## config.mk

```make
export PLATFORM = sky130hd
export DESIGN_NAME = seq_detect_param
export DESIGN_NICKNAME = d
export VERILOG_FILES = /design/src/rtl/seq_detect_param.sv
export SDC_FILE = /design/constraint.sdc
export NUM_CORES = 1
export LEC_CHECK = 0
export CAP_MARGIN = 20
export CORE_ASPECT_RATIO = 1.25
export CORE_MARGIN = 2
export CORE_UTILIZATION = 40
export DETAILED_ROUTE_END_ITERATION = 10
export GPL_ROUTABILITY_DRIVEN = 1
export HOLD_SLACK_MARGIN = 0.15
export SETUP_SLACK_MARGIN = 0.1
export SYNTH_ARGS = -nofsm -noshare
export SYNTH_HDL_FRONTEND = slang
export SYNTH_SLANG_ARGS = --single-unit
export TNS_END_PERCENT = 50
```

## constraint.sdc

```tcl
create_clock -name clk -period 2.7 [get_ports clk]
set_input_delay 0.54 -clock clk [delete_from_list [all_inputs] [get_ports clk]]
set_output_delay 0.54 -clock clk [all_outputs]
set_load 0.02 [all_outputs]
```

## src/rtl/seq_detect_param.sv

```systemverilog
`default_nettype none
// ============================================================================
// Module   : seq_detect_param
// Purpose  : Run-time programmable serial pattern detector with overlap select,
//            registered one-cycle match flag and saturating match counter.
// Revision : 1.0 - initial release
// ============================================================================
module seq_detect_param #(
   parameter int PAT_W = 4,
   parameter int CNT_W = 8
) (
   input  logic             clk,
   input  logic             reset,
   input  logic             cfg_load,
   input  logic [PAT_W-1:0] cfg_pattern,
   input  logic             cfg_overlap,
   input  logic             in_valid,
   input  logic             in,
   input  logic             cnt_clr,
   output logic             q,
   output logic [CNT_W-1:0] match_cnt,
   output logic             hist_full
);

   localparam int                  c_FILL_W  = $clog2(PAT_W + 1);
   localparam logic [c_FILL_W-1:0] c_FULL    = c_FILL_W'(PAT_W);
   localparam logic [CNT_W-1:0]    c_CNT_MAX = '1;

   // Only the PAT_W-1 most recent bits need storing: the incoming bit
   // completes the PAT_W-wide comparison window.
   logic [PAT_W-2:0]    r_hist;
   logic [c_FILL_W-1:0] r_fill;
   logic [PAT_W-1:0]    r_pat;
   logic                r_ovl;
   logic                r_q;
   logic [CNT_W-1:0]    r_cnt;
   logic                r_full;

   logic [PAT_W-1:0]    w_window;
   logic [c_FILL_W-1:0] w_fill_inc;
   logic                w_take;
   logic                w_match;
   logic [PAT_W-2:0]    w_hist_nxt;
   logic [c_FILL_W-1:0] w_fill_nxt;
   logic [CNT_W-1:0]    w_cnt_nxt;

   always_comb begin
      w_window   = {r_hist, in};
      w_fill_inc = (r_fill == c_FULL) ? c_FULL : r_fill + c_FILL_W'(1);
      w_take     = in_valid & ~cfg_load;
      w_match    = w_take && (w_fill_inc == c_FULL) && (w_window == r_pat);

      w_hist_nxt = r_hist;
      w_fill_nxt = r_fill;
      if (cfg_load) begin
         w_hist_nxt = '0;
         w_fill_nxt = '0;
      end else if (in_valid) begin
         w_hist_nxt = w_window[PAT_W-2:0];
         if (w_match)
            w_fill_nxt = r_ovl ? c_FULL : '0;
         else
            w_fill_nxt = w_fill_inc;
      end

      w_cnt_nxt = r_cnt;
      if (cnt_clr)
         w_cnt_nxt = CNT_W'(w_match);
      else if (w_match && (r_cnt != c_CNT_MAX))
         w_cnt_nxt = r_cnt + CNT_W'(1);
   end

   always_ff @(posedge clk or negedge reset) begin
      if (!reset) begin
         r_hist <= '0;
         r_fill <= '0;
         r_pat  <= '0;
         r_ovl  <= 1'b0;
         r_q    <= 1'b0;
         r_cnt  <= '0;
         r_full <= 1'b0;
      end else begin
         if (cfg_load) begin
            r_pat <= cfg_pattern;
            r_ovl <= cfg_overlap;
         end
         r_hist <= w_hist_nxt;
         r_fill <= w_fill_nxt;
         r_q    <= w_match;
         r_cnt  <= w_cnt_nxt;
         r_full <= (w_fill_nxt == c_FULL);
      end
   end

   assign q         = r_q;
   assign match_cnt = r_cnt;
   assign hist_full = r_full;

endmodule
`default_nettype wire

```

==> flow_metrics.tcl, run 1 <==
set metrics [dict create \
    outcome "completed" \
    final.period_utilization 0.833 \
    final-instance-count-excl-fill 155 \
    core_sq_um 2450 \
    wire_per_inst_um 13.3 \
    switching_power_mw 0.128 \
    place_hpwl_mm 1.61 \
    critPathMaxFanout 5 \
    hold_depth 1 \
    start_util 0.427 \
    period_minus_slack_ns 2.25 \
    final_net_count 137 \
    cp-start-kind "flop" \
    p_int_mw 0.420 \
    antenna_found_initial 0 \
    critPathKind "flop to flop" \
    r2r_cells 7 \
    fill_cells 258 \
    placed_cell_area_sq_um 1280 \
    syn_nets 113 \
    yosysUniqueCellTypes 30 \
    max_slew_margin 0.773 \
    cts_tree "yes" \
    dpl.cell_count 151 \
    finClkSkew_ns 0.00603 \
    clock_sinks 21 \
    vdd_drop_max_mv 0.169 \
    die_area_sq_um 3050 \
    rows 20 \
    p_comb_frac 0.119 \
    synth_edf_count 0 \
    post_synth.cell_area_avg_sq_um 10.6 \
    tightest_slew_ns 0.340 \
    first_iter_violations 13 \
    antenna_left 0 \
    cts_buffer_depth 2 \
    ys_ff_latch 21 \
    cts_setup_buffers 0 \
    cts-buffers-inserted 3 \
    path_clk_slew_ns 0.11 \
    utilization 0.535 \
    dr.pass1.iters 4 \
    design_area_sq_um 1310 \
    max_freq_mhz 445 \
    worstPathRequired_ns 2.93 \
    hold_buffers 0 \
    die_w_um 49.8 \
    synthesis.area_sq_um 1050 \
    finalSetupViolations 0 \
    p_leak_nw 0.549 \
    crit_path_end_kind "flop" \
    setup_tns_ns 0 \
    grt_setup_unrepaired "false" \
    grt_overflow_total 0 \
    grt_pass1_wl_mm 3.54 \
    dp_slack_ns 0.193 \
    globalplace.congestion 0.687 \
    layout-drive-gt1-share 0.115 \
    syn_inst 99 \
    cts_resized 0 \
    crit_arrival_ns 2.47 \
    io_buffers 20 \
    grt_max_degree 22 \
    clkPwrFrac 0.272 \
    slew_viol_final 0 \
    powerDensity_nw_per_um2 418 \
    ios 21 \
    total_power_mw 0.548 \
    swShare 0.233 \
    track_usage 0.158 \
    yosys_warnings 0 \
    drc 0 \
    cts_root_buf "clkbuf_4" \
    p_seq_frac 0.610 \
    n_antenna_cell 0 \
    h-tree-depth 1 \
    num_vias 802 \
    die_h_um 61.2 \
    hold_violations 0 \
    worstSkewPairLatency_ns 0.31 \
    min_path_type "flop to flop" \
    synth.yosys.seq_area_share 0.502 \
    grt_pass1_vias 766 \
    vias_per_cell 5.17 \
    totalWireLength_mm 2.06 \
    setup_ws_ns 0.451 \
    drv_cap 0 \
    synthArstFlopShare 1.00 \
    holdWs_ns 0.536 \
    area_growth_pct 25.2 \
    synth_top_flop_cell "dfrtp_1" \
]
[power by group through the flow]
| stage | combinational [mW] | sequential [mW] | clock [mW] |
|---|---|---|---|
| 6_report | 0.0651 | 0.334 | 0.149 |
| 5_1_grt | 0.0727 | 0.336 | 0.171 |
| 3_3_place_gp | 0.0651 | 0.340 | 0 |
| 2_1_floorplan | 0.0365 | 0.339 | 0 |
| 3_5_place_dp | 0.0668 | 0.341 | 0 |
| 4_1_cts | 0.0670 | 0.334 | 0.154 |
[kinds of logic after synthesis]
logic type | Yosys count | share of synthesized area
buf+inv | 9 | 0.0430
compound gates | 18 | 0.105
simple gates | 34 | 0.178
flops | 21 | 0.502
xor+xnor | 4 | 0.0335
mux | 10 | 0.103
fa+ha+maj | 3 | 0.0358
[critical path, cell delays in order (launching register included)]
cell and delay [ns]:
dfrtp_1 0.39, inv_1 0.07, ha_1 0.30, nand2b_1 0.15, a21o_1 0.21, or3_1 0.38
or4_1 0.51, a21oi_1 0.17
[layout make-up]
cell class | count | area, sq um | area share
multi-input combinational | 69 | 477 | 0.364
tap | 33 | 41.3 | 0.0315
inverter | 5 | 18.8 | 0.0143
timing repair buffer | 23 | 223 | 0.170
sequential | 21 | 526 | 0.401
clock buffer | 4 | 26.3 | 0.0200
[cell usage in the layout (no fill, tap or decap), types with 2 or more instances in the layout]
cell,count
nand2_1,3
nor2_1,7
or4_1,2
clkbuf_4,3
mux2_2,6
a21oi_1,7
clkdlybuf4s50_1,20
or3_1,5
mux2i_1,4
nand2b_1,2
buf_4,3
o31ai_1,2
xnor2_1,3
inv_1,5
o21ai_0,6
dfrtp_1,21
ha_1,3
nand3_1,8
[cell usage after synthesis, types with 2 or more instances]
library cell,n,area (sq um)
or4_1,2,15.0
o31ai_1,2,15.0
mux2i_1,4,40.0
nand3_1,8,40.0
dfrtp_1,21,526
ha_1,3,37.5
nand2b_1,2,12.5
nand2_1,3,11.3
inv_1,5,18.8
or3_1,5,31.3
o21ai_0,6,30.0
nor2_1,7,26.3
a21oi_1,7,35.0
mux2_2,6,67.6
xnor2_1,3,26.3
[path summary, 6_finish.rpt]
kind | start | to | slack, ns
max | r_fill[0] | match_cnt[7] | 0.45
min | r_ovl | r_ovl | 0.54
max reg2reg | r_fill[0] | match_cnt[7] | 0.45
min reg2reg | r_ovl | r_ovl | 0.54
max in group asynchronous | reset | r_pat[3] | 1.93
min in group asynchronous | reset | r_ovl | 0.56
[sequential cells by signal (all words and copies together), names as in the netlist]
| name | count |
|---|---|
| r_ovl | 1 |
| hist_full | 1 |
| q | 1 |
| r_pat | 4 |
| r_fill | 3 |
| r_hist | 3 |
| match_cnt | 8 |
[metal layers]
layer	vias up	share of wire	track usage
met3	5	0.021	0.0218
met4	0	0.024	0.0952
li1	397	-	-
met1	387	0.43	0.193
met2	13	0.52	0.270
met5	-	0	0
Power figures use the tool's default switching activity.
==> run 2: changes to the inputs <==
--- a/config.mk
+++ b/config.mk
@@ -12,6 +12,7 @@
 export DETAILED_ROUTE_END_ITERATION = 10
 export GPL_ROUTABILITY_DRIVEN = 1
 export HOLD_SLACK_MARGIN = 0.15
+export PLACE_DENSITY = 0.67
 export SETUP_SLACK_MARGIN = 0.1
 export SYNTH_ARGS = -nofsm -noshare
 export SYNTH_HDL_FRONTEND = slang
==> constraint.sdc (replaced) <==
create_clock -name clk -period 1.85 [get_ports clk]
set_input_delay 0.37 -clock clk [delete_from_list [all_inputs] [get_ports clk]]
set_output_delay 0.37 -clock clk [all_outputs]
set_load 0.02 [all_outputs]
==> flow_metrics.tcl, run 2 (same netlist as run 1, synthesis figures left out) <==
set metrics [dict create \
    outcome "complete, but fails checks" \
    violations "setup timing" \
    max_freq_mhz 457 \
    r2r-end "match_cnt[5]" \
    antenna_left 0 \
    path_cells "inv_2 -> ha_4 -> nand2b_4 -> a21o_1 -> or3_4 -> or4_4 -> a21oi_2" \
    grt_max_degree 22 \
    cts-buffers-inserted 3 \
    final_net_count 157 \
    path_clk_slew_ns 0.12 \
    grt_pass1_vias 953 \
    area_growth_pct 45.3 \
    place_hpwl_mm 1.73 \
    track_usage 0.178 \
    cts_buffer_depth 2 \
    ios 21 \
    start_util 0.427 \
    hold_buffers 0 \
    num_vias 924 \
    die_w_um 49.8 \
    r2r_slack_ns -0.34 \
    final_common_cell "buf_4" \
    n_antenna_cell 0 \
    dr.pass1.iters 4 \
    p_leak_nw 0.691 \
    largest_reg_flops 8 \
    grt_overflow_total 0 \
    die_area_sq_um 3050 \
    grt_pass1_wl_mm 4.12 \
    vdd_drop_max_mv 0.390 \
    crit_arrival_ns 2.43 \
    design_area_sq_um 1520 \
    critPathKind "flop to flop" \
    tightest_slew_ns 0.314 \
    worstPathRequired_ns 2.09 \
    utilization 0.620 \
    r2r_cells 7 \
    final.period_utilization 1.18 \
    crit_path_end_kind "flop" \
    drv_cap 0 \
    grt_util_met3 0.0218 \
    io_buffers 20 \
    totalWireLength_mm 2.41 \
    slew_viol_final 0 \
    grtUsageMet2 0.335 \
    period_minus_slack_ns 2.19 \
    grt_busiest_layer "met2" \
    max_slew_margin 0.790 \
    vias_per_cell 5.28 \
    min_path_type "primary input to asynchronous set/reset pin" \
    layout_common_cells "buf_4, dfrtp_1, clkdlybuf4s50_1" \
    total_power_mw 0.828 \
    clock_sinks 21 \
    critPathMaxFanout 4 \
    globalplace.congestion 0.801 \
    rr_startpoint "r_fill[0]" \
    drc 0 \
    met1_usage 0.203 \
    hold_violations 0 \
    placed_cell_area_sq_um 1400 \
    core_sq_um 2450 \
    h-tree-depth 1 \
    cp_slowest_cell "or4_4" \
    finalSetupViolations 8 \
    first_iter_violations 13 \
    grt_setup_unrepaired "true" \
    cpPeakStageDelay_ns 0.53 \
    setup_ws_ns -0.338 \
    wire_per_inst_um 13.8 \
    dp_slack_ns -0.471 \
    die_h_um 61.2 \
    layout-drive-gt1-share 0.345 \
    setup_tns_ns -2.04 \
    cp-start-kind "flop" \
    antenna_found_initial 0 \
    cts_root_buf "clkbuf_4" \
    powerDensity_nw_per_um2 544 \
    rows 20 \
    worstSkewPairLatency_ns 0.30 \
    cts_tree "yes" \
    finClkSkew_ns 0.0125 \
]
[run 2: changes by cell type in the layout (fill, tap and decap cells not counted), moves of 3 or more]
cell	change
a21oi_1	-4
or3_4	+3
clkdlybuf4s50_1	-7
dlygate4sd2_1	+7
a21oi_2	+4
or3_1	-3
buf_4	+19
[run 2: where the power goes]
group	switching [mW]	internal [mW]	total [mW]
Clock	0.132	0.0840	0.216
Sequential	0.0116	0.476	0.487
Combinational	0.0516	0.0730	0.125
[run 2: metrics by stage]
step / hold WS (ns) / std cells
after floorplan: 0.0744 / 99
after global placement: 0.512 / 166
after detailed placement: 0.515 / 166
after CTS: 0.405 / 171
after global routing: 0.429 / 175
final: 0.391 / 175
[run 2: area by class of cell]
cell class / instances / area, sq um
tap: 33 / 41.3
timing repair buffer: 42 / 357
multi-input combinational: 70 / 552
sequential: 21 / 527
fill: 234 / 931
clock buffer: 4 / 26.3
inverter: 5 / 18.8
[run 2: critical path: cells and delay by family, from the launching register on]
kind | cells | cell delay [ns]
AND/OR/NAND/NOR | 3 | 1.08
flip-flops | 1 | 0.44
AO/OA/AOI/OAI | 2 | 0.34
adder cells (fa/ha/maj) | 1 | 0.19
buffers and inverters | 1 | 0.08
[run 2: repair_timing]
item                                    CTS  global route
buffers inserted                          1             3
endpoints found under the setup margin   15             8
gates resized for setup                  11            13
gates cloned                              0             1
hold endpoints to repair                  0             0
pin swaps                                 2             4
[run 2: layer usage]
metal,routed length (um),vias up,share of wire
li1,-,444,-
met1,966,459,0.40
met2,1360,17,0.56
met3,46,4,0.019
met4,39,0,0.016
met5,0,-,0
[run 2: worst max path at each step]
stage,end,cells after the start,start,slack (ns)
global route,match_cnt[5],7,r_fill[0],-0.42
finish,match_cnt[5],7,r_fill[0],-0.34
global placement,match_cnt[3],6,in,-0.39
detailed placement,match_cnt[3],6,in,-0.47
floorplan,match_cnt[2],8,r_fill[0],-0.16
CTS,match_cnt[3],7,r_fill[0],-0.27
==> run 3: changes to the inputs <==
--- a/config.mk
+++ b/config.mk
@@ -7,8 +7,9 @@
 export LEC_CHECK = 0
 export CAP_MARGIN = 20
 export CORE_ASPECT_RATIO = 1.25
-export CORE_MARGIN = 2
+export CORE_MARGIN = 5
 export CORE_UTILIZATION = 40
+export CTS_CLUSTER_SIZE = 10
 export DETAILED_ROUTE_END_ITERATION = 10
 export GPL_ROUTABILITY_DRIVEN = 1
 export HOLD_SLACK_MARGIN = 0.15
==> flow_metrics.tcl, run 3 (same netlist as run 1, synthesis figures left out) <==
set metrics [dict create \
    cts_buffer_depth 2 \
    r2r_cells 7 \
    antenna_left 0 \
    wire_per_inst_um 13.9 \
    layout-drive-gt1-share 0.370 \
    final_common_cell "buf_4" \
    totalWireLength_mm 2.48 \
    multi_input_area_sq_um 571 \
    layout_common_cells "buf_4, dfrtp_1, clkdlybuf4s50_1" \
    n_antenna_cell 0 \
    start_util 0.423 \
    critPathKind "flop to flop" \
    critPathMaxFanout 6 \
    p_seq_frac 0.578 \
    finalSetupViolations 8 \
    setup_ws_ns -0.302 \
    cp-start-kind "flop" \
    register_area_sq_um 526 \
    worstSkewPairLatency_ns 0.30 \
    die_h_um 67.2 \
    grt_setup_unrepaired "true" \
    p_int_mw 0.636 \
    io_buffers 20 \
    tightest_slew_ns 0.296 \
    rows 20 \
    hold_violations 0 \
    max_slew_margin 0.801 \
    violations "setup timing" \
    hold_buffers 0 \
    slew_viol_final 0 \
    min_path_type "primary input to asynchronous set/reset pin" \
    die_area_sq_um 3750 \
    period_minus_slack_ns 2.15 \
    cts-buffers-inserted 3 \
    fill_cells 200 \
    setup_tns_ns -1.97 \
    ios 21 \
    grt_pass1_vias 965 \
    r2r-end "match_cnt[4]" \
    area_growth_pct 51.4 \
    vias_per_cell 5.27 \
    powerDensity_nw_per_um2 532 \
    clkPwrFrac 0.261 \
    crit_path_end_kind "flop" \
    p_comb_frac 0.160 \
    first_iter_violations 32 \
    drv_cap 0 \
    rr_startpoint "r_fill[0]" \
    path_clk_slew_ns 0.12 \
    largest_reg_flops 8 \
    core_sq_um 2480 \
    crit_arrival_ns 2.39 \
    num_vias 943 \
    antenna_found_initial 0 \
    swShare 0.246 \
    final-instance-count-excl-fill 179 \
    r2r_slack_ns -0.30 \
    grt_pass1_wl_mm 4.19 \
    drc 0 \
    grt_max_degree 22 \
    worstPathRequired_ns 2.09 \
    final.period_utilization 1.16 \
    track_usage 0.140 \
    dr.pass1.iters 6 \
    finClkSkew_ns 0.00605 \
    place_hpwl_mm 1.73 \
    die_w_um 55.8 \
    max_freq_mhz 465 \
    cts_root_buf "clkbuf_4" \
    dpl.cell_count 165 \
    cts_tree "yes" \
    clock_sinks 21 \
    globalplace.congestion 0.760 \
    final_net_count 161 \
    grt_overflow_total 0 \
    utilization 0.640 \
    vdd_drop_max_mv 0.429 \
    switching_power_mw 0.207 \
    h-tree-depth 1 \
    p_leak_nw 0.742 \
    outcome "complete, but fails checks" \
]
==> run 3: cell types whose count changed in the layout (fill, tap and decap cells not counted), moves of 2 or more <==
cell / previous run / this run
o21ai_0: 4 / 1
dlygate4sd2_1: 7 / 5
buf_4: 22 / 24
o21ai_1: 2 / 5
buf_6: 0 / 2
dlymetal6s2s_1: 0 / 2
==> run 3: worst max-delay path: stages, from the launching register on <==
cell and delay, ns:
dfrtp_1 0.43, inv_2 0.09, ha_4 0.20, nand2b_4 0.13, a21o_1 0.19, or4_4 0.58
or3_1 0.35, a21oi_2 0.12
==> run 3: final cells by class <==
class | instances | area share
inverters | 5 | 0.0118
clock buffers | 3 | 0.0142
well taps | 33 | 0.0260
multi-input cells | 70 | 0.360
repair buffers | 46 | 0.253
flip-flops and latches | 21 | 0.331
clock inverters | 1 | 0.00316
==> run 3: metrics by stage <==
step	hold WS (ns)	area [sq um]	total power, mW	setup WS [ns]
global route	0.397	1590	0.895	-0.407
CTS	0.386	1510	0.850	-0.308
global placement	0.512	1400	0.601	-0.405
floorplan	0.0744	1050	0.548	-0.161
finish	0.396	1590	0.843	-0.302
detailed placement	0.518	1400	0.606	-0.442
==> run 3: routing by layer <==
metal	track usage	routed length (um)	share of wire
met4	0.0669	19	0.0077
met2	0.269	1400	0.56
met3	0.0115	73	0.029
met5	0	0	0
met1	0.157	992	0.40
==> run 3: power groups by stage <==
stage / Clock, mW / Combinational (mW) / Sequential (mW)
floorplan: 0 / 0.0536 / 0.494
global placement: 0 / 0.105 / 0.496
detailed placement: 0 / 0.108 / 0.497
CTS: 0.233 / 0.129 / 0.488
global route: 0.254 / 0.150 / 0.491
finish: 0.221 / 0.135 / 0.488
==> run 3: repair_timing <==
item                       in CTS  in global routing
setup buffers                   7                  2
setup endpoints to repair      14                 11
cloned                          1                  0
gates resized for setup        13                 18
pin swaps                       8                  5
==> run 3: how the worst max path moves through the flow <==
stage | start | to | cells past startpoint
floorplan | r_fill[0] | match_cnt[2] | 8
global placement | in | match_cnt[3] | 6
detailed placement | in | match_cnt[3] | 6
CTS | r_fill[0] | match_cnt[5] | 7
global route | r_fill[0] | match_cnt[4] | 7
finish | r_fill[0] | match_cnt[4] | 7
